`src/rtl/avmm_ccip_wr_arbiter_if.sv`:
```
// rtl/avmm_ccip_wr_arbiter_if.sv - requester-side and bridge-side Avalon-MM write buses of the write arbiter
interface avmm_ccip_wr_arbiter_if #(
  parameter int NUM_REQ = 2,
  parameter int DATA_W  = 512,
  parameter int ADDR_W  = 49
);
  logic [NUM_REQ-1:0]             req_write;
  logic [NUM_REQ-1:0][ADDR_W-1:0] req_address;
  logic [NUM_REQ-1:0][DATA_W-1:0] req_writedata;
  logic [NUM_REQ-1:0][2:0]        req_burstcount;
  logic [NUM_REQ-1:0]             req_waitrequest;

  logic              m_write;
  logic [ADDR_W-1:0] m_address;
  logic [DATA_W-1:0] m_writedata;
  logic [2:0]        m_burstcount;
  logic              m_waitrequest;

  logic               quiesce;
  logic               idle;
  logic [NUM_REQ-1:0] burst_err;

  // master: the arbiter, which owns the shared host write path
  modport master (
    input  req_write, req_address, req_writedata, req_burstcount, m_waitrequest, quiesce,
    output req_waitrequest, m_write, m_address, m_writedata, m_burstcount, idle, burst_err
  );

  modport slave (
    output req_write, req_address, req_writedata, req_burstcount, m_waitrequest, quiesce,
    input  req_waitrequest, m_write, m_address, m_writedata, m_burstcount, idle, burst_err
  );
endinterface

```
`src/rtl/avmm_ccip_wr_arbiter.sv`:
```
// rtl/avmm_ccip_wr_arbiter.sv - burst-aware round-robin arbiter sharing one host write path among Avalon-MM requesters
module avmm_ccip_wr_arbiter #(
  parameter int NUM_REQ = 2,
  parameter int DATA_W  = 512,
  parameter int ADDR_W  = 49
) (
  input  logic                  clk,
  input  logic                  reset,
  avmm_ccip_wr_arbiter_if.master bus
);
  localparam int GW = (NUM_REQ > 1) ? $clog2(NUM_REQ) : 1;

  localparam logic [0:0] ST_IDLE  = 1'b0;
  localparam logic [0:0] ST_BURST = 1'b1;

  logic [0:0]         state;
  logic [1:0]         beats_left;
  logic [GW-1:0]      last_grant;
  logic [GW-1:0]      owner;
  logic [NUM_REQ-1:0] err_q;

  logic          found;
  logic [GW-1:0] sel;
  logic [GW-1:0] cand;
  logic [GW-1:0] g;
  logic          granted;
  logic [2:0]    bc_raw;
  logic          bc_legal;
  logic          accept;
  int            idx;

  // round-robin search from last_grant+1; quiesce only gates new owners, never a locked burst
  always_comb begin
    found = 1'b0;
    sel   = last_grant;
    cand  = '0;
    idx   = 0;
    if (!bus.quiesce) begin
      for (int k = 1; k <= NUM_REQ; k++) begin
        idx  = (int'(last_grant) + k) % NUM_REQ;
        cand = GW'(idx);
        if (!found && bus.req_write[cand]) begin
          found = 1'b1;
          sel   = cand;
        end
      end
    end
  end

  always_comb begin
    if (state == ST_BURST) begin
      g       = owner;
      granted = ~reset;
    end else begin
      g       = sel;
      granted = found & ~reset;
    end
  end

  assign bc_raw   = bus.req_burstcount[g];
  assign bc_legal = (bc_raw == 3'd1) || (bc_raw == 3'd2) || (bc_raw == 3'd4);

  assign bus.m_write      = granted & bus.req_write[g];
  assign bus.m_address    = bus.req_address[g];
  assign bus.m_writedata  = bus.req_writedata[g];
  assign bus.m_burstcount = bc_legal ? bc_raw : 3'd1;

  always_comb begin
    bus.req_waitrequest = '1;
    if (granted) begin
      bus.req_waitrequest[g] = bus.m_waitrequest;
    end
  end

  assign accept        = bus.m_write & ~bus.m_waitrequest;
  assign bus.idle      = (state == ST_IDLE) & ~bus.m_write;
  assign bus.burst_err = err_q;

  always_ff @(posedge clk or posedge reset) begin
    if (reset) begin
      state      <= ST_IDLE;
      beats_left <= 2'd0;
      last_grant <= GW'(NUM_REQ - 1);
      owner      <= '0;
      err_q      <= '0;
    end else if (accept) begin
      if (state == ST_IDLE) begin
        if (bc_legal && (bc_raw != 3'd1)) begin
          state      <= ST_BURST;
          beats_left <= 2'(bc_raw - 3'd1);
          owner      <= g;
        end else begin
          last_grant <= g;
        end
        if (!bc_legal) begin
          err_q[g] <= 1'b1;
        end
      end else begin
        beats_left <= beats_left - 2'd1;
        if (beats_left == 2'd1) begin
          state      <= ST_IDLE;
          last_grant <= owner;
        end
      end
    end
  end
endmodule

```
`src/flat_wrapper.sv`:
```
// flat-port wrapper written by rule: the top's interface ports become plain ports
module avmm_ccip_wr_arbiter_flat 
#(
  parameter int NUM_REQ = 2,
  parameter int DATA_W  = 512,
  parameter int ADDR_W  = 49
)
  (clk, reset, bus_req_write, bus_req_address, bus_req_writedata, bus_req_burstcount, bus_m_waitrequest, bus_quiesce, bus_req_waitrequest, bus_m_write, bus_m_address, bus_m_writedata, bus_m_burstcount, bus_idle, bus_burst_err);
  avmm_ccip_wr_arbiter_if #(.NUM_REQ(NUM_REQ), .DATA_W(DATA_W), .ADDR_W(ADDR_W)) bus_i ();
  input  logic clk;
  input  logic reset;
  input wire logic [$bits(bus_i.req_write)-1:0] bus_req_write;
  input wire logic [$bits(bus_i.req_address)-1:0] bus_req_address;
  input wire logic [$bits(bus_i.req_writedata)-1:0] bus_req_writedata;
  input wire logic [$bits(bus_i.req_burstcount)-1:0] bus_req_burstcount;
  input wire logic [$bits(bus_i.m_waitrequest)-1:0] bus_m_waitrequest;
  input wire logic [$bits(bus_i.quiesce)-1:0] bus_quiesce;
  output wire logic [$bits(bus_i.req_waitrequest)-1:0] bus_req_waitrequest;
  output wire logic [$bits(bus_i.m_write)-1:0] bus_m_write;
  output wire logic [$bits(bus_i.m_address)-1:0] bus_m_address;
  output wire logic [$bits(bus_i.m_writedata)-1:0] bus_m_writedata;
  output wire logic [$bits(bus_i.m_burstcount)-1:0] bus_m_burstcount;
  output wire logic [$bits(bus_i.idle)-1:0] bus_idle;
  output wire logic [$bits(bus_i.burst_err)-1:0] bus_burst_err;
  assign bus_i.req_write = bus_req_write;
  assign bus_i.req_address = bus_req_address;
  assign bus_i.req_writedata = bus_req_writedata;
  assign bus_i.req_burstcount = bus_req_burstcount;
  assign bus_i.m_waitrequest = bus_m_waitrequest;
  assign bus_i.quiesce = bus_quiesce;
  assign bus_req_waitrequest = bus_i.req_waitrequest;
  assign bus_m_write = bus_i.m_write;
  assign bus_m_address = bus_i.m_address;
  assign bus_m_writedata = bus_i.m_writedata;
  assign bus_m_burstcount = bus_i.m_burstcount;
  assign bus_idle = bus_i.idle;
  assign bus_burst_err = bus_i.burst_err;
  avmm_ccip_wr_arbiter #(.NUM_REQ(NUM_REQ), .DATA_W(DATA_W), .ADDR_W(ADDR_W)) u_core (.clk(clk), .reset(reset), .bus(bus_i));
endmodule
```
`config.mk`:
```
export PLATFORM = sky130hd
export DESIGN_NAME = avmm_ccip_wr_arbiter_flat
export DESIGN_NICKNAME = d
export VERILOG_FILES = /design/src/rtl/avmm_ccip_wr_arbiter_if.sv /design/src/rtl/avmm_ccip_wr_arbiter.sv /design/src/flat_wrapper.sv
export SDC_FILE = /design/constraint.sdc
export NUM_CORES = 1
export LEC_CHECK = 0
export ABC_AREA = 1
export ABC_CLOCK_PERIOD_IN_PS = 2490
export CORE_AREA = 10 10 662 664
export DETAILED_ROUTE_END_ITERATION = 7
export DIE_AREA = 0 0 672 674
export HOLD_SLACK_MARGIN = 0.12
export RECOVER_POWER = 25
export SLEW_MARGIN = 15
export SYNTH_ARGS = -nofsm -noshare
export SYNTH_HDL_FRONTEND = slang
export SYNTH_SLANG_ARGS = --single-unit
```
`constraint.sdc`:
```
create_clock -name clk -period 2.49 [get_ports clk]
set_input_delay 0.498 -clock clk [delete_from_list [all_inputs] [get_ports clk]]
set_output_delay 0.498 -clock clk [all_outputs]
set_load 0.02 [all_outputs]
```
==> results.md, run 1 <==
* Failing checks: setup timing
* Clock Pin Slew Worst Setup and Hold Paths at 0.05 ns
* Max-cap check violation count at 0
* First-pass GRT wire length at 475000 um
* Largest net degree at the start of global routing at 44
* Post-synth ARST share at 100%
* Final cell count without fillers at 9654
* Total CTS buffers at 3
* Core Box Area at 0.426 mm^2
* Total wire length at 430000 um
* Total Nets Final at 4968
* Slew margin rel. at 57.8%
* CTS H-Tree Depth at 1
* Hold Slack at 0.468 ns
* Final HPWL DP at 400000 um
* Hold WC Path Type: flip-flop to flip-flop
* Post-synth EDFFs at 0
* Met3 Usage GRT at 11.5%
* DR vias/cell at 2.44
* GR Layer Usage met2 at 29.3%
* Die height at 674 um
* Row Count at 240
* Clk sinks at 7
* Drt wl/cell at 44.6 um
* Remaining DRCs at 0
* Fin. max-slew vios at 0
* P_leak at 18.2 nW
* Routed via count at 23.6k
* Syn Area/Cell at 3.97 um^2
* Dpl cells at 9365
* CP Data Arrival Time at 2.45 ns
* Layout cell share with drive strength beyond 1 at 39.5%
* Starting Density at 1.78%
* Fillers at 49.3k
* Pwr dens at 1400 mW/mm^2
* Hold Fails Final Rpt at 0
* Worst Tran Pin Value at 0.630 ns
* Cell variety after synth at 21
* Fmax at 0.339 GHz
* I/O Pins at 1704
* CP Class: flip-flop to output pin
* Register area share after synthesis at 2.32%
* Busiest grt layer: met2
* Worst Slack Setup Final at -0.457 ns
* Post-route ant nets at 0
* Worst IR drop on VDD at 0.000522 V
* Total track usage at 17.9%
* Synth Net Count at 3050
* Area share of the largest cell type after synthesis at 85.2%
* GPL Wtd Cong at 1.06
* Worst setup SP type: flip-flop
* Area grow syn2layout at 495%
* Skew-Pair Late Insertion Delay at 0.25 ns
* Placed cell areas at 0.0374 mm^2
* Yosys reg bits at 7
* CTS tree: yes
* Cell taking the most area after synthesis: nand2_1
* 1st-iter DRT viols at 1871
* Skew final at 0.00742 ns
* Synth Flop Type: dfrtp_1
* CTS Root Cell: clkbuf_16
* Final design area excluding fillers at 0.0452 mm^2
* Outcome: finished with violations
* Final worst-path cycle share at 118%
* Vias in the first global route at 21.6k
* Final core occ at 10.6%
* Met1 usage at 19.7%
* Synthesized instance count at 1914
* CP max FO at 6
* Critical path endpoint category: output pin
* Number of port buffers at 1703
* Final setup vio count at 557
* Die Wd at 672 um
* RSZ-0062 raised after global routing: true
* Clk buf depth at 2
* Antenna violations before repair at 499
* Worst EP required at 1.99 ns
* Yosys warning count at 0
* Die area at 0.453 mm^2
* Total congestion overflow at 0
* Cell Area, Synth at 0.00759 mm^2
* Main area contributors after synthesis: nand2_1 (85%), buf_2 (8.2%), dfrtp_1 (2.0%), nand3_1 (0.99%), inv_1 (0.89%)
* Drt pass-1 iters at 5
* Min Tclk post-route at 2.95 ns
## registers in the layout, indices dropped and copies added, names as in the netlist
signal	flops
u_core.beats_left	2
u_core.last_grant	1
u_core.owner	1
u_core.bus.burst_err	2
u_core.state	1
## what timing repair did
action,4_1_cts,5_1_grt
setup buffers,78,41
setup endpoints to repair,574,572
hold buffers,0,0
gates resized for setup,870,765
gates cloned,37,24
pin swaps,74,102
## path summary, 6_finish.rpt
path,from,end,slack (ns),cells after the start
max in group asynchronous,reset,u_core.last_grant,1.19,3
min in group asynchronous,reset,u_core.beats_left[0],0.96,3
min reg2reg,u_core.beats_left[1],u_core.beats_left[1],0.47,2
min,u_core.beats_left[1],u_core.beats_left[1],0.47,2
max,u_core.last_grant,bus_m_writedata[107],-0.46,12
max reg2reg,u_core.last_grant,u_core.beats_left[1],0.15,16
## power by group
group          total, W  internal (W)  switching [W]
Combinational    0.0629        0.0265         0.0364
Clock          0.000297      0.000213      0.0000845
Sequential     0.000210      0.000171      0.0000391
## final cells by class
class	instances	area (um^2)	share of cell area, %
multi-input cells	1764	11000	24.4
inverters	19	73.8	0.163
flip-flops and latches	7	176	0.391
well taps	5687	7120	15.8
clock buffers	3	75.1	0.166
diodes	136	340	0.753
clock inverters	1	5.00	0.0111
repair buffers	2037	26400	58.4
## routing by layer
layer | wire length [um] | vias to the layer above
met5 | 2380 | -
met4 | 12100 | 330
met3 | 61300 | 820
met2 | 195000 | 1944
met1 | 160000 | 10757
li1 | - | 9735
## worst max-delay path: stages (launching register included)
cell	delay [ns]
dfstp_2	0.55
buf_6	0.13
nand3_4	0.07
nand3_4	0.10
nand2_8	0.11
buf_12	0.18
buf_16	0.16
buf_12	0.16
buf_12	0.13
buf_16	0.15
nand2_8	0.10
nand2_8	0.11
buf_12	0.16
## Yosys cell counts, types with 2 or more instances
master	n
buf_2	124
nand3_2	2
nand4_1	2
o21ai_0	2
nor2_1	8
ha_1	2
nand2_1	1723
inv_1	18
o21bai_1	2
nand3_1	15
dfrtp_1	6
## per-stage QoR
step | setup TNS, ns | setup slack, ns | total power [W]
after floorplan | 0 | 0.259 | 0.0132
after global placement | -441.72 | -1.61 | 0.0518
after detailed placement | -406.27 | -1.56 | 0.0516
after CTS | -179.24 | -0.480 | 0.0604
after global routing | -195.02 | -0.524 | 0.0658
final | -147.77 | -0.457 | 0.0634
## cell usage in the layout (no fill, tap or decap), drive strengths merged
master         instances
clkdlybuf4s15          2
dlygate4sd3            1
clkinv                 1
dfrtp                  6
nand3                 17
ha                     2
and3                   1
buf                  840
nand4                  3
o21ai                  3
clkdlybuf4s50       1131
nor2                   9
bufbuf                 3
diode                136
clkbuf                37
a21boi                 1
o21bai                 2
nand2               1725
a21oi                  1
dfstp                  1
dlygate4sd2           26
inv                   19
## logic make-up (layout without fill, tap and decap cells)
| logic type | count (synthesis) | after routing | synth area share (%) |
|---|---|---|---|
| other | 0 | 136 | 0 |
| AOI/OAI and AO/OA | 7 | 7 | 0.708 |
| buffers and inverters | 143 | 2060 | 9.11 |
| DFF | 7 | 7 | 2.32 |
| adders and majority gates | 2 | 2 | 0.329 |
| and+or+nand+nor | 1755 | 1755 | 87.5 |
Power figures use the tool's default switching activity.
==> inputs of run 2 (changes only) <==
--- a/config.mk
+++ b/config.mk
@@ -6,10 +6,10 @@
 export NUM_CORES = 1
 export LEC_CHECK = 0
 export ABC_AREA = 1
-export ABC_CLOCK_PERIOD_IN_PS = 2490
-export CORE_AREA = 10 10 662 664
+export ABC_CLOCK_PERIOD_IN_PS = 3400
+export CORE_AREA = 10 10 647 649
 export DETAILED_ROUTE_END_ITERATION = 7
-export DIE_AREA = 0 0 672 674
+export DIE_AREA = 0 0 657 659
 export HOLD_SLACK_MARGIN = 0.12
 export RECOVER_POWER = 25
 export SLEW_MARGIN = 15
==> constraint.sdc (replaced) <==
create_clock -name clk -period 3.4 [get_ports clk]
set_input_delay 0.68 -clock clk [delete_from_list [all_inputs] [get_ports clk]]
set_output_delay 0.68 -clock clk [all_outputs]
set_load 0.02 [all_outputs]
==> run 2 against run 1 <==
  * The flow now finishes without violations
  * Global-route usage shrank 0.19 points
  * Clock-buffer cell count grew 1
  * Combinational power shrank 41%
  * Flip-flop and latch count is the same
  * Via count shrank 3.7%
==> results.md, run 2 (synthesis results as in run 1) <==
* Outcome: complete, no violations
* Total track usage at 17.8%
* Worst EP required at 2.72 ns
* Fmax at 0.294 GHz
* Final design area excluding fillers at 0.0381 mm^2
* I/O Pins at 1704
* Routed via count at 22.7k
* Skew final at 0.00279 ns
* Remaining DRCs at 0
* Final core occ at 9.41%
* P_leak at 15.8 nW
* Leading cell type in the layout, fill and taps excluded: nand2_1
* Hold Slack at 0.466 ns
* Antenna violations before repair at 510
* Row Count at 234
* Pwr dens at 990 mW/mm^2
* Die area at 0.433 mm^2
* Total CTS buffers at 3
* Worst Slack Setup Final at 0.000612 ns
* CP Data Arrival Time at 2.72 ns
* Final worst-path cycle share at 100%
* First-pass GRT wire length at 453000 um
* Max-cap check violation count at 0
* Vias in the first global route at 20.9k
* Core Box Area at 0.405 mm^2
* Die height at 659 um
* Clk buf depth at 2
* Worst IR drop on VDD at 0.000392 V
* Largest net degree at the start of global routing at 47
* Total wire length at 405000 um
* Final setup vio count at 0
* Slew margin rel. at 43.1%
* Final HPWL DP at 391000 um
* Critical path endpoint category: output pin
* Commonest non-fill, non-tap cells in the layout: nand2_1 (1646), clkdlybuf4s50_1 (1132), buf_12 (485)
* Number of port buffers at 1703
* Skew-Pair Late Insertion Delay at 0.23 ns
* Hold Fails Final Rpt at 0
* Worst Tran Pin Value at 0.857 ns
* CTS H-Tree Depth at 1
* Pre-CTS setup slack at -0.863 ns
* Clk sinks at 7
* 1st-iter DRT viols at 2124
* Worst setup SP type: input pin
* Min Tclk post-route at 3.40 ns
* Total congestion overflow at 0
* CTS tree: yes
* Fin. max-slew vios at 0
* Die Wd at 657 um
* RSZ-0062 raised after global routing: true
* Clock Pin Slew Worst Setup and Hold Paths at 0.04 ns
* Starting Density at 1.87%
* Drt pass-1 iters at 5
* GPL Wtd Cong at 1.02
* Drt wl/cell at 43.9 um
* Hold_buf cts at 0
* Hold WC Path Type: flip-flop to flip-flop
* Layout cell share with drive strength beyond 1 at 20.5%
* Total Nets Final at 4810
* Total power at 0.0377 W
* Post-route ant nets at 0
* CTS Root Cell: clkbuf_16
* CP max FO at 44
* DR vias/cell at 2.46
* Area grow syn2layout at 402%
* Placed cell areas at 0.0369 mm^2
* CP Class: input pin to output pin
run 2: final cells by class:
type / count / area (um^2)
Fill cell: 47520 / 367000
Timing Repair Buffer: 1879 / 23600
Multi-Input combinational cell: 1764 / 7110
Tap cell: 5428 / 6790
Antenna cell: 133 / 333
Sequential cell: 7 / 176
Clock buffer: 4 / 78.8
Inverter: 19 / 71.3
run 2: where the power goes:
| group | internal, W | leakage, nW | switching, W |
|---|---|---|---|
| clock network | 0.000156 | 0.0390 | 0.0000485 |
| registers | 0.000125 | 0.0797 | 0.0000314 |
| logic | 0.0145 | 15.7 | 0.0228 |
run 2: final timing paths:
| kind | cells past startpoint | slack, ns | from | endpoint |
|---|---|---|---|---|
| hold reg to reg | 1 | 0.47 | u_core.bus.burst_err[0] | u_core.bus.burst_err[0] |
| setup reg to reg | 16 | 1.05 | u_core.last_grant | u_core.beats_left[1] |
| max in group asynchronous | 2 | 2.19 | reset | u_core.last_grant |
| setup / recovery | 11 | 0.0006 | bus_req_write[1] | bus_m_writedata[223] |
| hold / removal | 1 | 0.47 | u_core.bus.burst_err[0] | u_core.bus.burst_err[0] |
| min in group asynchronous | 2 | 0.92 | reset | u_core.beats_left[1] |
run 2: worst max-delay path: stages:
cell and delay (ns):
dlygate4sd2_1 0.34, nand2_1 0.08, nand2_1 0.11, nand3_4 0.12, nand2_8 0.11, buf_16 0.19
buf_12 0.18, buf_16 0.22, nand2_1 0.20, nand2_1 0.18, buf_12 0.17
run 2: metal layers:
metal	GRT usage [%]	up-vias	wire, um
li1	-	9353	-
met4	3.66	320	12300
met3	9.86	830	51500
met5	0	-	2100
met1	20.5	10189	158000
met2	28.8	2020	181000
run 2: through the flow:
step,TNS (ns),cells
2_1_floorplan,0,1914
3_3_place_gp,-153.49,9079
3_5_place_dp,-123.95,9079
4_1_cts,-0.0331,9091
5_1_grt,-0.381,9163
6_report,0,9234
run 2: timing repair:
action,in CTS,in global routing
buffers inserted,4,8
setup endpoints to repair,522,116
pin swaps,9,4
cloned,4,2
resized for setup,192,46
==> inputs of run 3 (changes only) <==
--- a/config.mk
+++ b/config.mk
@@ -8,6 +8,7 @@
 export ABC_AREA = 1
 export ABC_CLOCK_PERIOD_IN_PS = 3400
 export CORE_AREA = 10 10 647 649
+export CTS_BUF_LIST = sky130_fd_sc_hd__clkbuf_16
 export DETAILED_ROUTE_END_ITERATION = 7
 export DIE_AREA = 0 0 657 659
 export HOLD_SLACK_MARGIN = 0.12
==> run 3 against run 2 <==
  * Power barely moved
  * Fmax barely moved
  * Core utilization barely moved
  * Sequential share of layout area barely moved
  * Hold slack barely moved
  * Worst setup slack improved by 0.0029 ns
  * Routed wire length barely moved
  * Via count barely moved
  * Highest routed layer unchanged
  * First-iteration DRC count did not move
  * Die area did not move
==> results.md, run 3 (synthesis results as in run 1) <==
* Total congestion overflow at 0
* Die area at 0.433 mm^2
* Die height at 659 um
* Layout cell share with drive strength beyond 1 at 20.5%
* Drt wl/cell at 43.9 um
* Hold_buf cts at 0
* Worst EP required at 2.72 ns
* Crit path buffers/inverters at 5
* Total CTS buffers at 3
* DR vias/cell at 2.46
* Starting Density at 1.87%
* First-pass GRT wire length at 453000 um
* Hold Slack at 0.466 ns
* Leading cell type in the layout, fill and taps excluded: nand2_1
* I/O Pins at 1704
* Critical path endpoint category: output pin
* CP delay by family, top: buffers and inverters
* Pwr dens at 989 mW/mm^2
* Total wire length at 405000 um
* Area grow syn2layout at 402%
* CP Data Arrival Time at 2.72 ns
* Core Box Area at 0.405 mm^2
* Final HPWL DP at 391000 um
* Outcome: complete, no violations
* Remaining DRCs at 0
* Commonest non-fill, non-tap cells in the layout: nand2_1 (1646), clkdlybuf4s50_1 (1132), buf_12 (485)
* CTS tree: yes
* Die Wd at 657 um
* Routed via count at 22.7k
* CP Class: input pin to output pin
* Sequential share of power at 0.4%
* Final cell count without fillers at 9235
* CP max FO at 44
* Clock Pin Slew Worst Setup and Hold Paths at 0.04 ns
* Largest net degree at the start of global routing at 47
* Psw at 0.0229 W
* Worst Tran Pin Value at 0.831 ns
* GPL Wtd Cong at 1.02
* Number of port buffers at 1703
* Most frequent CP cell: nand2_1
* Final core occ at 9.41%
* Final worst-path cycle share at 99.9%
* Post-route ant nets at 0
* Skew final at 0.00259 ns
* Worst setup SP type: input pin
* Row Count at 234
* Drt pass-1 iters at 5
* Slew margin rel. at 44.9%
* RSZ-0062 raised after global routing: true
* Clk buf depth at 2
* Worst Slack Setup Final at 0.00353 ns
* Total Nets Final at 4810
* CTS H-Tree Depth at 1
* Hold WC Path Type: flip-flop to flip-flop
* Min Tclk post-route at 3.40 ns
* Vias in the first global route at 20.9k
* Reg2reg setup slack at 1.05 ns
* Fmax at 0.294 GHz
* Max-cap check violation count at 0
* Clk sinks at 7
* CP cell instances: dlygate4sd2_1 -> nand2_1 -> nand2_1 -> nand3_4 -> nand2_8 -> buf_16 -> buf_12 -> buf_16 -> nand2_1 -> nand2_1 -> buf_12
* CTS Root Cell: clkbuf_16
* Skew-Pair Late Insertion Delay at 0.23 ns
* Logic pwr share at 99.0%
* Sw Ratio at 60.7%
* P_leak at 15.8 nW
* Antenna violations before repair at 510
* Worst path max stage delay at 0.34 ns
* Slowest CP cell: dlygate4sd2_1
* Total track usage at 17.8%
* Worst IR drop on VDD at 0.000392 V
* Hold Fails Final Rpt at 0
* Clock group share of total power at 0.5%
* Final setup vio count at 0
* Cell-internal power at 0.0148 W
* Pre-CTS setup slack at -0.863 ns
* Fin. max-slew vios at 0
* 1st-iter DRT viols at 2124
* Dpl cells at 9079
==> run 3: cell types whose count changed in the layout (fill, tap and decap cells not counted) <==
cell,before,now
clkbuf_1,2,1
inv_1,17,18
diode_2,133,134
==> run 3: final cells by class <==
cell class,instances,area (um^2)
Sequential cell,7,176
Timing Repair Buffer,1879,23600
Fill cell,47519,367000
Clock buffer,3,75.1
Inverter,19,71.3
Multi-Input combinational cell,1764,7110
Tap cell,5428,6790
Clock inverter,1,3.75
Antenna cell,134,335
==> run 3: worst reg2reg max path, cell delays in order (launching register included) <==
cell     delay (ns)
dfstp_2        0.56
inv_1          0.06
nand3_1        0.11
nand3_4        0.11
nand2_8        0.19
buf_8          0.18
nand2_2        0.08
o21ai_4        0.07
inv_1          0.06
ha_1           0.19
nand3_1        0.11
buf_4          0.15
nand4_1        0.09
nand2_1        0.11
nand2_1        0.08
nand2_1        0.06
nand2_1        0.05
==> run 3: path summary, 6_finish.rpt <==
kind                       cells after the start               startpoint                      end
max                                           11         bus_req_write[1]     bus_m_writedata[223]
min                                            1  u_core.bus.burst_err[0]  u_core.bus.burst_err[0]
max reg2reg                                   16        u_core.last_grant     u_core.beats_left[1]
min reg2reg                                    1  u_core.bus.burst_err[0]  u_core.bus.burst_err[0]
max in group asynchronous                      2                    reset        u_core.last_grant
min in group asynchronous                      2                    reset     u_core.beats_left[1]
==> run 3: timing repair <==
item	CTS	global route
gates cloned	4	2
pin swaps	9	4
buffers inserted	4	8
gates resized for setup	192	46
endpoints found under the setup margin	522	116
==> run 3: metrics by stage <==
stage	total power, W	instance area (um^2)	setup TNS [ns]
2_1_floorplan	0.00964	7590	0
3_5_place_dp	0.0378	36900	-123.95
4_1_cts	0.0389	37500	-0.0331
5_1_grt	0.0393	37900	-0.381
6_report	0.0377	38100	0
3_3_place_gp	0.0380	36900	-153.49
==> run 3: power groups by stage <==
| stage | Clock (W) | Sequential [W] | Combinational, W |
|---|---|---|---|
| floorplan | 0 | 0.000161 | 0.00948 |
| global placement | 0 | 0.000157 | 0.0379 |
| detailed placement | 0 | 0.000157 | 0.0377 |
| CTS | 0.000209 | 0.000157 | 0.0385 |
| global route | 0.000216 | 0.000164 | 0.0389 |
| finish | 0.000202 | 0.000157 | 0.0374 |
==> run 3: routing by layer <==
metal	vias up	GRT usage [%]	share of wire, %
met3	830	9.86	13
met1	10179	20.5	39
met2	2013	28.8	45
li1	9353	-	-
met5	-	0	0.52
met4	320	3.66	3.0
